File: src/rtl/calc_pkg.sv
// Shared definitions for the calculator command sequencer: command codes,
// FSM state encoding and the default debounce length.
package calc_pkg;

    localparam int DEBOUNCE_CYCLES_DEFAULT = 500000;

    typedef enum logic [2:0] {
        CMD_NONE   = 3'd0,
        CMD_CLEAR  = 3'd1,
        CMD_RESULT = 3'd2,
        CMD_ADD    = 3'd3,
        CMD_SUB    = 3'd4,
        CMD_MULT   = 3'd5,
        CMD_DIV    = 3'd6
    } cmd_e;

    typedef enum logic [1:0] {
        ST_IDLE  = 2'd0,
        ST_ISSUE = 2'd1,
        ST_GAP   = 2'd2
    } state_e;

    // KEY[1]/KEY[2] have no meaning in control mode and decode to CMD_NONE
    function automatic cmd_e key_cmd(input int idx, input logic ctrl_mode);
        cmd_e c;
        c = CMD_NONE;
        if (ctrl_mode) begin
            if (idx == 0) c = CMD_CLEAR;
            else if (idx == 3) c = CMD_RESULT;
        end else begin
            case (idx)
                3:       c = CMD_ADD;
                2:       c = CMD_SUB;
                1:       c = CMD_MULT;
                default: c = CMD_DIV;
            endcase
        end
        return c;
    endfunction

    // bit order: {divide, mult, subtract, add, result_op, clear}
    function automatic logic [5:0] cmd_onehot(input cmd_e c);
        logic [5:0] r;
        case (c)
            CMD_CLEAR:  r = 6'b000001;
            CMD_RESULT: r = 6'b000010;
            CMD_ADD:    r = 6'b000100;
            CMD_SUB:    r = 6'b001000;
            CMD_MULT:   r = 6'b010000;
            CMD_DIV:    r = 6'b100000;
            default:    r = 6'b000000;
        endcase
        return r;
    endfunction

endpackage

File: src/rtl/calc_cmd_sequencer_if.sv
// Command bus between the key sequencer (master) and the calculator datapath (slave).
interface calc_cmd_sequencer_if;
  logic       calc_busy;
  logic       clear;
  logic       result_op;
  logic       add;
  logic       subtract;
  logic       mult;
  logic       divide;
  logic       cmd_pending;
  logic       overrun;
  logic [2:0] last_cmd;

  modport master (
    input  calc_busy,
    output clear, result_op, add, subtract, mult, divide,
    output cmd_pending, overrun, last_cmd
  );

  modport slave (
    output calc_busy,
    input  clear, result_op, add, subtract, mult, divide,
    input  cmd_pending, overrun, last_cmd
  );
endinterface

File: src/rtl/calc_cmd_sequencer_key_debounce.sv
// One pushbutton: two-flop synchronizer, stable-run debouncer and press detector.
// A press is only reported after the key has first been seen stably released.
module key_debounce
  import calc_pkg::*;
#(
  parameter int DEBOUNCE_CYCLES = DEBOUNCE_CYCLES_DEFAULT
) (
  input  logic clk,
  input  logic rst_n,
  input  logic key_raw,
  output logic press
);
  localparam int CW = $clog2(DEBOUNCE_CYCLES + 1);
  localparam logic [CW-1:0] RUN_MAX = CW'(DEBOUNCE_CYCLES);

  logic [1:0]    sync_reg;
  logic [1:0]    fill_reg;
  logic          key_prev_reg;
  logic [CW-1:0] run_cnt_reg;
  logic          level_reg;
  logic          armed_reg;
  logic          press_reg;
  logic          key_s;
  logic          stable;

  assign key_s  = sync_reg[1];
  assign stable = (run_cnt_reg == RUN_MAX);
  assign press  = press_reg;

  always_ff @(posedge clk or negedge rst_n) begin
    if (!rst_n) begin
      sync_reg     <= 2'b11;
      fill_reg     <= 2'b00;
      key_prev_reg <= 1'b1;
      run_cnt_reg  <= '0;
      level_reg    <= 1'b1;
      armed_reg    <= 1'b0;
      press_reg    <= 1'b0;
    end else begin
      sync_reg  <= {sync_reg[0], key_raw};
      fill_reg  <= {fill_reg[0], 1'b1};
      press_reg <= 1'b0;
      // synchronizer still holds reset values until fill_reg[1] rises
      if (!fill_reg[1]) begin
        key_prev_reg <= 1'b1;
        run_cnt_reg  <= '0;
      end else begin
        key_prev_reg <= key_s;
        if (key_s != key_prev_reg)
          run_cnt_reg <= CW'(1);
        else if (run_cnt_reg != RUN_MAX)
          run_cnt_reg <= run_cnt_reg + CW'(1);
      end
      if (stable && (key_prev_reg != level_reg)) begin
        level_reg <= key_prev_reg;
        press_reg <= armed_reg & ~key_prev_reg;
      end
      if (stable && key_prev_reg)
        armed_reg <= 1'b1;
    end
  end
endmodule

File: src/rtl/calc_cmd_sequencer.sv
// Turns debounced pushbutton presses into single-cycle calculator commands,
// buffering one command while the datapath is busy.
module calc_cmd_sequencer
  import calc_pkg::*;
#(
  parameter int DEBOUNCE_CYCLES = DEBOUNCE_CYCLES_DEFAULT
) (
  input  logic                 CLOCK_50,
  input  logic                 RESET_N,
  input  logic [3:0]           KEY,
  input  logic                 SW17,
  calc_cmd_sequencer_if.master cmd_bus
);
  logic [3:0] press;
  logic [3:0] valid_ev;
  cmd_e       win_cmd;
  logic       multi_ev;
  logic       pending_full;
  logic       issue_take;
  logic       drop;

  state_e     state_reg;
  cmd_e       pending_reg;
  cmd_e       last_cmd_reg;
  logic [5:0] pulse_reg;
  logic       overrun_reg;

  genvar gi;
  generate
    for (gi = 0; gi < 4; gi++) begin : g_key
      key_debounce #(.DEBOUNCE_CYCLES(DEBOUNCE_CYCLES)) u_deb (
        .clk     (CLOCK_50),
        .rst_n   (RESET_N),
        .key_raw (KEY[gi]),
        .press   (press[gi])
      );
    end
  endgenerate

  // keys meaningless in the current mode are ignored before arbitration
  always_comb begin
    valid_ev = '0;
    win_cmd  = CMD_NONE;
    for (int i = 0; i < 4; i++) begin
      if (press[i] && (key_cmd(i, SW17) != CMD_NONE)) begin
        valid_ev[i] = 1'b1;
        win_cmd     = key_cmd(i, SW17);
      end
    end
  end

  assign multi_ev     = ((valid_ev & (valid_ev - 4'd1)) != 4'd0);
  assign pending_full = (pending_reg != CMD_NONE);
  assign issue_take   = (state_reg == ST_IDLE) && pending_full &&
                        (!cmd_bus.calc_busy || (pending_reg == CMD_CLEAR));
  assign drop         = multi_ev || ((win_cmd != CMD_NONE) && (win_cmd != CMD_CLEAR) &&
                                     pending_full && !issue_take);

  always_ff @(posedge CLOCK_50 or negedge RESET_N) begin
    if (!RESET_N) begin
      state_reg    <= ST_IDLE;
      pending_reg  <= CMD_NONE;
      last_cmd_reg <= CMD_NONE;
      pulse_reg    <= '0;
      overrun_reg  <= 1'b0;
    end else begin
      pulse_reg <= '0;
      case (state_reg)
        ST_IDLE: begin
          if (issue_take) begin
            state_reg    <= ST_ISSUE;
            pulse_reg    <= cmd_onehot(pending_reg);
            last_cmd_reg <= pending_reg;
          end
        end
        ST_ISSUE: state_reg <= ST_GAP;
        default:  state_reg <= ST_IDLE;
      endcase

      // a slot being vacated this cycle can accept the new event
      if (win_cmd == CMD_CLEAR)
        pending_reg <= CMD_CLEAR;
      else if ((win_cmd != CMD_NONE) && (!pending_full || issue_take))
        pending_reg <= win_cmd;
      else if (issue_take)
        pending_reg <= CMD_NONE;

      if (drop)
        overrun_reg <= 1'b1;
      else if (issue_take && (pending_reg == CMD_CLEAR))
        overrun_reg <= 1'b0;
    end
  end

  assign cmd_bus.clear       = pulse_reg[0];
  assign cmd_bus.result_op   = pulse_reg[1];
  assign cmd_bus.add         = pulse_reg[2];
  assign cmd_bus.subtract    = pulse_reg[3];
  assign cmd_bus.mult        = pulse_reg[4];
  assign cmd_bus.divide      = pulse_reg[5];
  assign cmd_bus.cmd_pending = pending_full;
  assign cmd_bus.overrun     = overrun_reg;
  assign cmd_bus.last_cmd    = last_cmd_reg;
endmodule

File: src/flat_wrapper.sv
// flat-port wrapper written by rule: the top's interface ports become plain ports
module calc_cmd_sequencer_flat import calc_pkg::*;
#(
  parameter int DEBOUNCE_CYCLES = DEBOUNCE_CYCLES_DEFAULT
)
  (CLOCK_50, RESET_N, KEY, SW17, cmd_bus_calc_busy, cmd_bus_clear, cmd_bus_result_op, cmd_bus_add, cmd_bus_subtract, cmd_bus_mult, cmd_bus_divide, cmd_bus_cmd_pending, cmd_bus_overrun, cmd_bus_last_cmd);
  calc_cmd_sequencer_if cmd_bus_i ();
  input  logic CLOCK_50;
  input  logic RESET_N;
  input  logic [3:0] KEY;
  input  logic SW17;
  input wire logic [$bits(cmd_bus_i.calc_busy)-1:0] cmd_bus_calc_busy;
  output wire logic [$bits(cmd_bus_i.clear)-1:0] cmd_bus_clear;
  output wire logic [$bits(cmd_bus_i.result_op)-1:0] cmd_bus_result_op;
  output wire logic [$bits(cmd_bus_i.add)-1:0] cmd_bus_add;
  output wire logic [$bits(cmd_bus_i.subtract)-1:0] cmd_bus_subtract;
  output wire logic [$bits(cmd_bus_i.mult)-1:0] cmd_bus_mult;
  output wire logic [$bits(cmd_bus_i.divide)-1:0] cmd_bus_divide;
  output wire logic [$bits(cmd_bus_i.cmd_pending)-1:0] cmd_bus_cmd_pending;
  output wire logic [$bits(cmd_bus_i.overrun)-1:0] cmd_bus_overrun;
  output wire logic [$bits(cmd_bus_i.last_cmd)-1:0] cmd_bus_last_cmd;
  assign cmd_bus_i.calc_busy = cmd_bus_calc_busy;
  assign cmd_bus_clear = cmd_bus_i.clear;
  assign cmd_bus_result_op = cmd_bus_i.result_op;
  assign cmd_bus_add = cmd_bus_i.add;
  assign cmd_bus_subtract = cmd_bus_i.subtract;
  assign cmd_bus_mult = cmd_bus_i.mult;
  assign cmd_bus_divide = cmd_bus_i.divide;
  assign cmd_bus_cmd_pending = cmd_bus_i.cmd_pending;
  assign cmd_bus_overrun = cmd_bus_i.overrun;
  assign cmd_bus_last_cmd = cmd_bus_i.last_cmd;
  calc_cmd_sequencer #(.DEBOUNCE_CYCLES(DEBOUNCE_CYCLES)) u_core (.CLOCK_50(CLOCK_50), .RESET_N(RESET_N), .KEY(KEY), .SW17(SW17), .cmd_bus(cmd_bus_i));
endmodule
File: config.mk
export PLATFORM = sky130hd
export DESIGN_NAME = calc_cmd_sequencer_flat
export DESIGN_NICKNAME = d
export VERILOG_FILES = /design/src/rtl/calc_pkg.sv /design/src/rtl/calc_cmd_sequencer_if.sv /design/src/rtl/calc_cmd_sequencer_key_debounce.sv /design/src/rtl/calc_cmd_sequencer.sv /design/src/flat_wrapper.sv
export SDC_FILE = /design/constraint.sdc
export NUM_CORES = 1
export LEC_CHECK = 0
export CAP_MARGIN = 0
export CELL_PAD_IN_SITES_DETAIL_PLACEMENT = 0
export CELL_PAD_IN_SITES_GLOBAL_PLACEMENT = 1
export CORE_MARGIN = 5
export CORE_UTILIZATION = 52
export DETAILED_ROUTE_END_ITERATION = 10
export PLACE_DENSITY_LB_ADDON = 0.1
export SLEW_MARGIN = 20
export SYNTH_ARGS = -nofsm -noshare
export SYNTH_HDL_FRONTEND = slang
export SYNTH_SLANG_ARGS = --single-unit
File: constraint.sdc
create_clock -name CLOCK_50 -period 3.4 [get_ports CLOCK_50]
set_input_delay 0.68 -clock CLOCK_50 [delete_from_list [all_inputs] [get_ports CLOCK_50]]
set_output_delay 0.68 -clock CLOCK_50 [all_outputs]
set_load 0.005 [all_outputs]
==> impl_metrics.tcl, run 1 <==
set metrics [dict create \
    status "complete, no violations" \
    ios 19 \
    skew_ps 7.16 \
    largest_reg_flops 76 \
    hold_path_class "primary input to asynchronous set/reset pin" \
    cts_buffers 17 \
    synth_cell_types 51 \
    pre_cts_ws_ps 1080 \
    antenna_found_initial 0 \
    end_kind "output pin" \
    async_flop_share 1.00 \
    rows 38 \
    hold_viol_final 0 \
    cts_resized 0 \
    synthCells 567 \
    yosys_warnings 0 \
    drv_cap 0 \
    syn-num-nets 583 \
    first_global_vias 4145 \
    synthTopCellsByCount "dfrtp_1 (101), nor2_1 (51), nand2_1 (47)" \
    cp.required_ps 2720 \
    grtUsageTotal 0.180 \
    grt-ovfl-total 0 \
    leakagePower_nw 2.61 \
    dieArea_mm2 0.0130 \
    period_minus_slack_ps 2610 \
    grt_max_degree 49 \
    setup_viol 0 \
    drc 0 \
    startpoint_type "register" \
    root_buffer "clkbuf_8" \
    yosysMostFrequentCell "dfrtp_1" \
    reg2reg_depth 4 \
    holdWs_ps 175 \
    grt_pass1_wl_mm 19.1 \
    layout-drive-gt1-share 0.0980 \
    fmax_mhz 383 \
    cp_max_fo 12 \
    path_clk_slew_ps 60 \
    dieWidth_um 114 \
    tightest_slew_ps 630 \
    area_growth_pct 15.5 \
    die_h_um 114 \
    vias_per_cell 5.66 \
    clock_sinks 117 \
    power_mw 3.31 \
    netlist_top_cells_area "dfrtp_1 (45%), dfstp_2 (7.5%), xnor2_1 (3.6%)" \
    n_antenna_cell 0 \
    rsz0062_at_grt "no" \
    finalWorstSetupSlack_ps 792 \
    synth_top_area_cell "dfrtp_1" \
    cts-hold-fix-buffers 0 \
    p_per_area_mw_per_mm2 511 \
    fin_tns_setup_ps 0 \
    syn-cell-area_mm2 0.00561 \
    synth_edf_count 0 \
    dr.pass1.iters 5 \
    start_util 0.525 \
    r2r_slack_ps 1080 \
    dp_hpwl_mm 7.15 \
    synth_seq_cells 117 \
    yosysTopAreaCellShare 0.450 \
    r2r_start "u_core.g_key[0].u_deb.run_cnt_reg[7]$_DFFE_PN0P_" \
    wl_per_cell_um 14.5 \
    timing.slew.headroom 0.579 \
    clockBufferDepth 2 \
    vias 4203 \
    synthFlopType "dfrtp_1" \
    crit_path_start "u_core.pending_reg[0]$_DFFE_PN0P_" \
    crit_arrival_ps 1930 \
    path_class "register to output pin" \
    cts_tree "built" \
    r2r_end "u_core.g_key[0].u_deb.run_cnt_reg[0]$_DFFE_PN0P_" \
    nNetsFinal 605 \
    cts_setup_buffers 0 \
    finalWirelength_mm 10.7 \
    finalCritPeriodShare 0.767 \
    port-buffer-count 18 \
    detail_route.iter0.violations 321 \
    htree_levels 4 \
    postRouteAntennaNets 0 \
    synth.avg_cell_area_um2 9.90 \
    gp_congestion 0.817 \
    drv_slew 0 \
    core_mm2 0.0107 \
    clk_latency_ps 520 \
    ir_drop_mv 0.382 \
    synth_seq_area_share 0.525 \
]
[cell type report]
class	instances	area, µm²
fill	934	4220
inverter	26	97.6
timing repair buffer	20	205
sequential	117	2950
multi-input combinational	407	2500
clock inverter	14	128
tap	140	175
clock buffer	18	428
[metrics by stage]
stage	instance area (µm²)	utilization	cells
floorplan	5610	-	567
global placement	5930	0.554	710
detailed placement	5930	0.554	710
CTS	6480	0.606	742
global route	6480	0.606	742
finish	6480	0.606	742
[how the worst max path moves through the flow]
stage,to,slack (ps)
after global routing,cmd_bus_cmd_pending,710
after CTS,cmd_bus_cmd_pending,750
after detailed placement,u_core.g_key[0].u_deb.run_cnt_reg[0]$_DFFE_PN0P_,1080
after global placement,u_core.g_key[0].u_deb.run_cnt_reg[0]$_DFFE_PN0P_,1110
after floorplan,u_core.g_key[0].u_deb.run_cnt_reg[0]$_DFFE_PN0P_,1190
final,cmd_bus_cmd_pending,790
[cells by family after synthesis]
kind of cell	count (synthesis)	share of synthesized area
buffers and inverters	43	0.0290
XOR/XNOR	42	0.0656
AO/OA/AOI/OAI	90	0.0981
other	1	0.000668
AND/OR/NAND/NOR	261	0.254
flip-flops	117	0.525
adder cells (fa/ha/maj)	9	0.0196
multiplexers	4	0.00803
[metal layers]
metal / routed length, µm / GRT usage / vias to the layer above
met5: 0 / 0 / -
met4: 140 / 0.0586 / 0
met3: 360 / 0.0499 / 12
met2: 5110 / 0.282 / 57
met1: 5130 / 0.243 / 2050
li1: - / - / 2084
[report_power, final]
group          internal (mW)  switching [mW]  total (mW)
logic                 0.0805           0.109       0.190
registers               1.44          0.0405        1.48
clock network          0.993           0.652        1.64
total                   2.51           0.801        3.31
[layout by cell type, fill, tap and decap left out, drive strengths merged, types with 16 or more instances in the layout]
cell             n
nand2           47
nand3           31
dfstp           16
nor2            51
or3             19
xor2            19
a21oi           32
dfrtp          101
xnor2           23
or4             20
clkbuf          18
clkdlybuf4s50   17
o21ai           20
inv             30
[critical path, cell delays in order (launching register included)]
cell and delay, ps:
dfrtp_1 510, or3_1 430, clkdlybuf4s50_1 470
No activity file was read; power rests on OpenSTA's default activity.
==> inputs of run 2 (changes only) <==
--- a/config.mk
+++ b/config.mk
@@ -9,7 +9,7 @@
 export CELL_PAD_IN_SITES_DETAIL_PLACEMENT = 0
 export CELL_PAD_IN_SITES_GLOBAL_PLACEMENT = 1
 export CORE_MARGIN = 5
-export CORE_UTILIZATION = 52
+export CORE_UTILIZATION = 48
 export DETAILED_ROUTE_END_ITERATION = 10
 export PLACE_DENSITY_LB_ADDON = 0.1
 export SLEW_MARGIN = 20
==> constraint.sdc (replaced) <==
create_clock -name CLOCK_50 -period 2.45 [get_ports CLOCK_50]
set_input_delay 0.49 -clock CLOCK_50 [delete_from_list [all_inputs] [get_ports CLOCK_50]]
set_output_delay 0.49 -clock CLOCK_50 [all_outputs]
set_load 0.005 [all_outputs]
==> impl_metrics.tcl, run 2 (same netlist as run 1, synthesis figures left out) <==
set metrics [dict create \
    status "complete, no violations" \
    layout-drive-gt1-share 0.110 \
    end_kind "output pin" \
    crit_slowest_cell "dfrtp_1" \
    clock_sinks 117 \
    clockBufferDepth 2 \
    gp_congestion 0.766 \
    power_mw 4.97 \
    finalWirelength_mm 10.9 \
    first_global_vias 4187 \
    dr.pass1.iters 4 \
    rows 39 \
    crit_arrival_ps 1810 \
    path_cells "or3_1 > clkdlybuf4s50_1" \
    cp_max_fo 12 \
    leakagePower_nw 2.70 \
    final_common_cell "dfrtp_1" \
    largest_reg_flops 76 \
    fillers 1022 \
    antenna_found_initial 0 \
    drv_cap 0 \
    port-buffer-count 18 \
    cts_setup_buffers 0 \
    rsz0062_at_grt "no" \
    r2r_start "u_core.g_key[1].u_deb.run_cnt_reg[6]$_DFFE_PN0P_" \
    startpoint_type "register" \
    dp_hpwl_mm 7.11 \
    crit_buf_inv 1 \
    cts_tree "built" \
    wl_per_cell_um 14.5 \
    cts-hold-fix-buffers 0 \
    timing.slew.headroom 0.573 \
    nNetsFinal 614 \
    die_h_um 118 \
    final_core_util 0.581 \
    hold_path_class "primary input to asynchronous set/reset pin" \
    fin_tns_setup_ps 0 \
    hold_viol_final 0 \
    tightest_slew_ps 640 \
    vias 4245 \
    dieArea_mm2 0.0140 \
    skew_ps 5.03 \
    setup_viol 0 \
    postRouteAntennaNets 0 \
    drv_slew 0 \
    path_clk_slew_ps 50 \
    drc 0 \
    critical_path.top_delay_family "flip-flops" \
    vias_per_cell 5.63 \
    r2r_slack_ps 220 \
    fmax_mhz 434 \
    core_mm2 0.0114 \
    ios 19 \
    n_antenna_cell 0 \
    area_growth_pct 18.2 \
    cp.required_ps 1960 \
    htree_levels 4 \
    root_buffer "clkbuf_16" \
    grt-ovfl-total 0 \
    cpPeakStageDelay_ps 500 \
    period_minus_slack_ps 2300 \
    path_class "register to output pin" \
    p_per_area_mw_per_mm2 749 \
    start_util 0.491 \
    grtUsageTotal 0.168 \
    cts_resized 0 \
    finalCritPeriodShare 0.940 \
    grt_pass1_wl_mm 19.4 \
    final_cell_mix "dfrtp_1 (101), nor2_1 (51), nand2_1 (47)" \
    ir_drop_mv 0.801 \
    reg2reg_depth 4 \
    r2r_end "u_core.g_key[1].u_deb.level_reg$_DFFE_PN1P_" \
    cts_buffers 17 \
    detail_route.iter0.violations 259 \
    dieWidth_um 118 \
    grt_max_degree 118 \
    clk_latency_ps 410 \
    crit_cells 2 \
]
run 2: layer usage:
| metal | vias to the layer above | global-route usage | part of all wire | routed length (µm) |
|---|---|---|---|---|
| li1 | 2107 | - | - | - |
| met1 | 2071 | 0.228 | 0.50 | 5440 |
| met2 | 55 | 0.250 | 0.46 | 4990 |
| met3 | 12 | 0.0615 | 0.034 | 372 |
| met4 | 0 | 0.0523 | 0.012 | 129 |
| met5 | - | 0 | 0 | 0 |
run 2: how the worst max path moves through the flow:
| stage | start | end |
|---|---|---|
| after floorplan | u_core.g_key[0].u_deb.run_cnt_reg[7]$_DFFE_PN0P_ | u_core.g_key[0].u_deb.run_cnt_reg[0]$_DFFE_PN0P_ |
| after global placement | u_core.g_key[0].u_deb.run_cnt_reg[7]$_DFFE_PN0P_ | u_core.g_key[0].u_deb.run_cnt_reg[0]$_DFFE_PN0P_ |
| after detailed placement | u_core.g_key[1].u_deb.run_cnt_reg[6]$_DFFE_PN0P_ | u_core.g_key[1].u_deb.level_reg$_DFFE_PN1P_ |
| after CTS | u_core.pending_reg[2]$_DFFE_PN0P_ | cmd_bus_cmd_pending |
| after global routing | u_core.pending_reg[0]$_DFFE_PN0P_ | cmd_bus_cmd_pending |
| final | u_core.pending_reg[0]$_DFFE_PN0P_ | cmd_bus_cmd_pending |
run 2: worst reg2reg max path: stages (launching register included):
cell     delay [ps]
dfrtp_1         410
or4b_1          550
or4_1           590
nor2_1          250
mux2_2          370
run 2: power breakdown:
part / internal (mW) / total, mW / switching (mW) / leakage (nW)
sequential: 2.00 / 2.05 / 0.0524 / 1.56
clock: 1.80 / 2.64 / 0.845 / 0.319
combinational: 0.119 / 0.276 / 0.157 / 0.821
run 2: area by class of cell:
cell class | count | area, µm² | share of cell area
clock buffers | 22 | 484 | 0.0730
clock inverters | 10 | 150 | 0.0226
inverters | 26 | 97.6 | 0.0147
multi-input cells | 407 | 2500 | 0.377
flip-flops and latches | 117 | 2950 | 0.444
well taps | 143 | 179 | 0.0270
repair buffers | 29 | 273 | 0.0411
run 2: per-stage QoR:
step / hold WS [ps] / setup WS (ps) / area, µm² / cells
6_report: 119 / 147 / 6630 / 754
5_1_grt: 209 / 59.3 / 6630 / 754
4_1_cts: 192 / 121 / 6630 / 754
3_5_place_dp: 343 / 239 / 6000 / 722
3_3_place_gp: 333 / 286 / 6000 / 722
2_1_floorplan: 194 / 235 / 5610 / 567
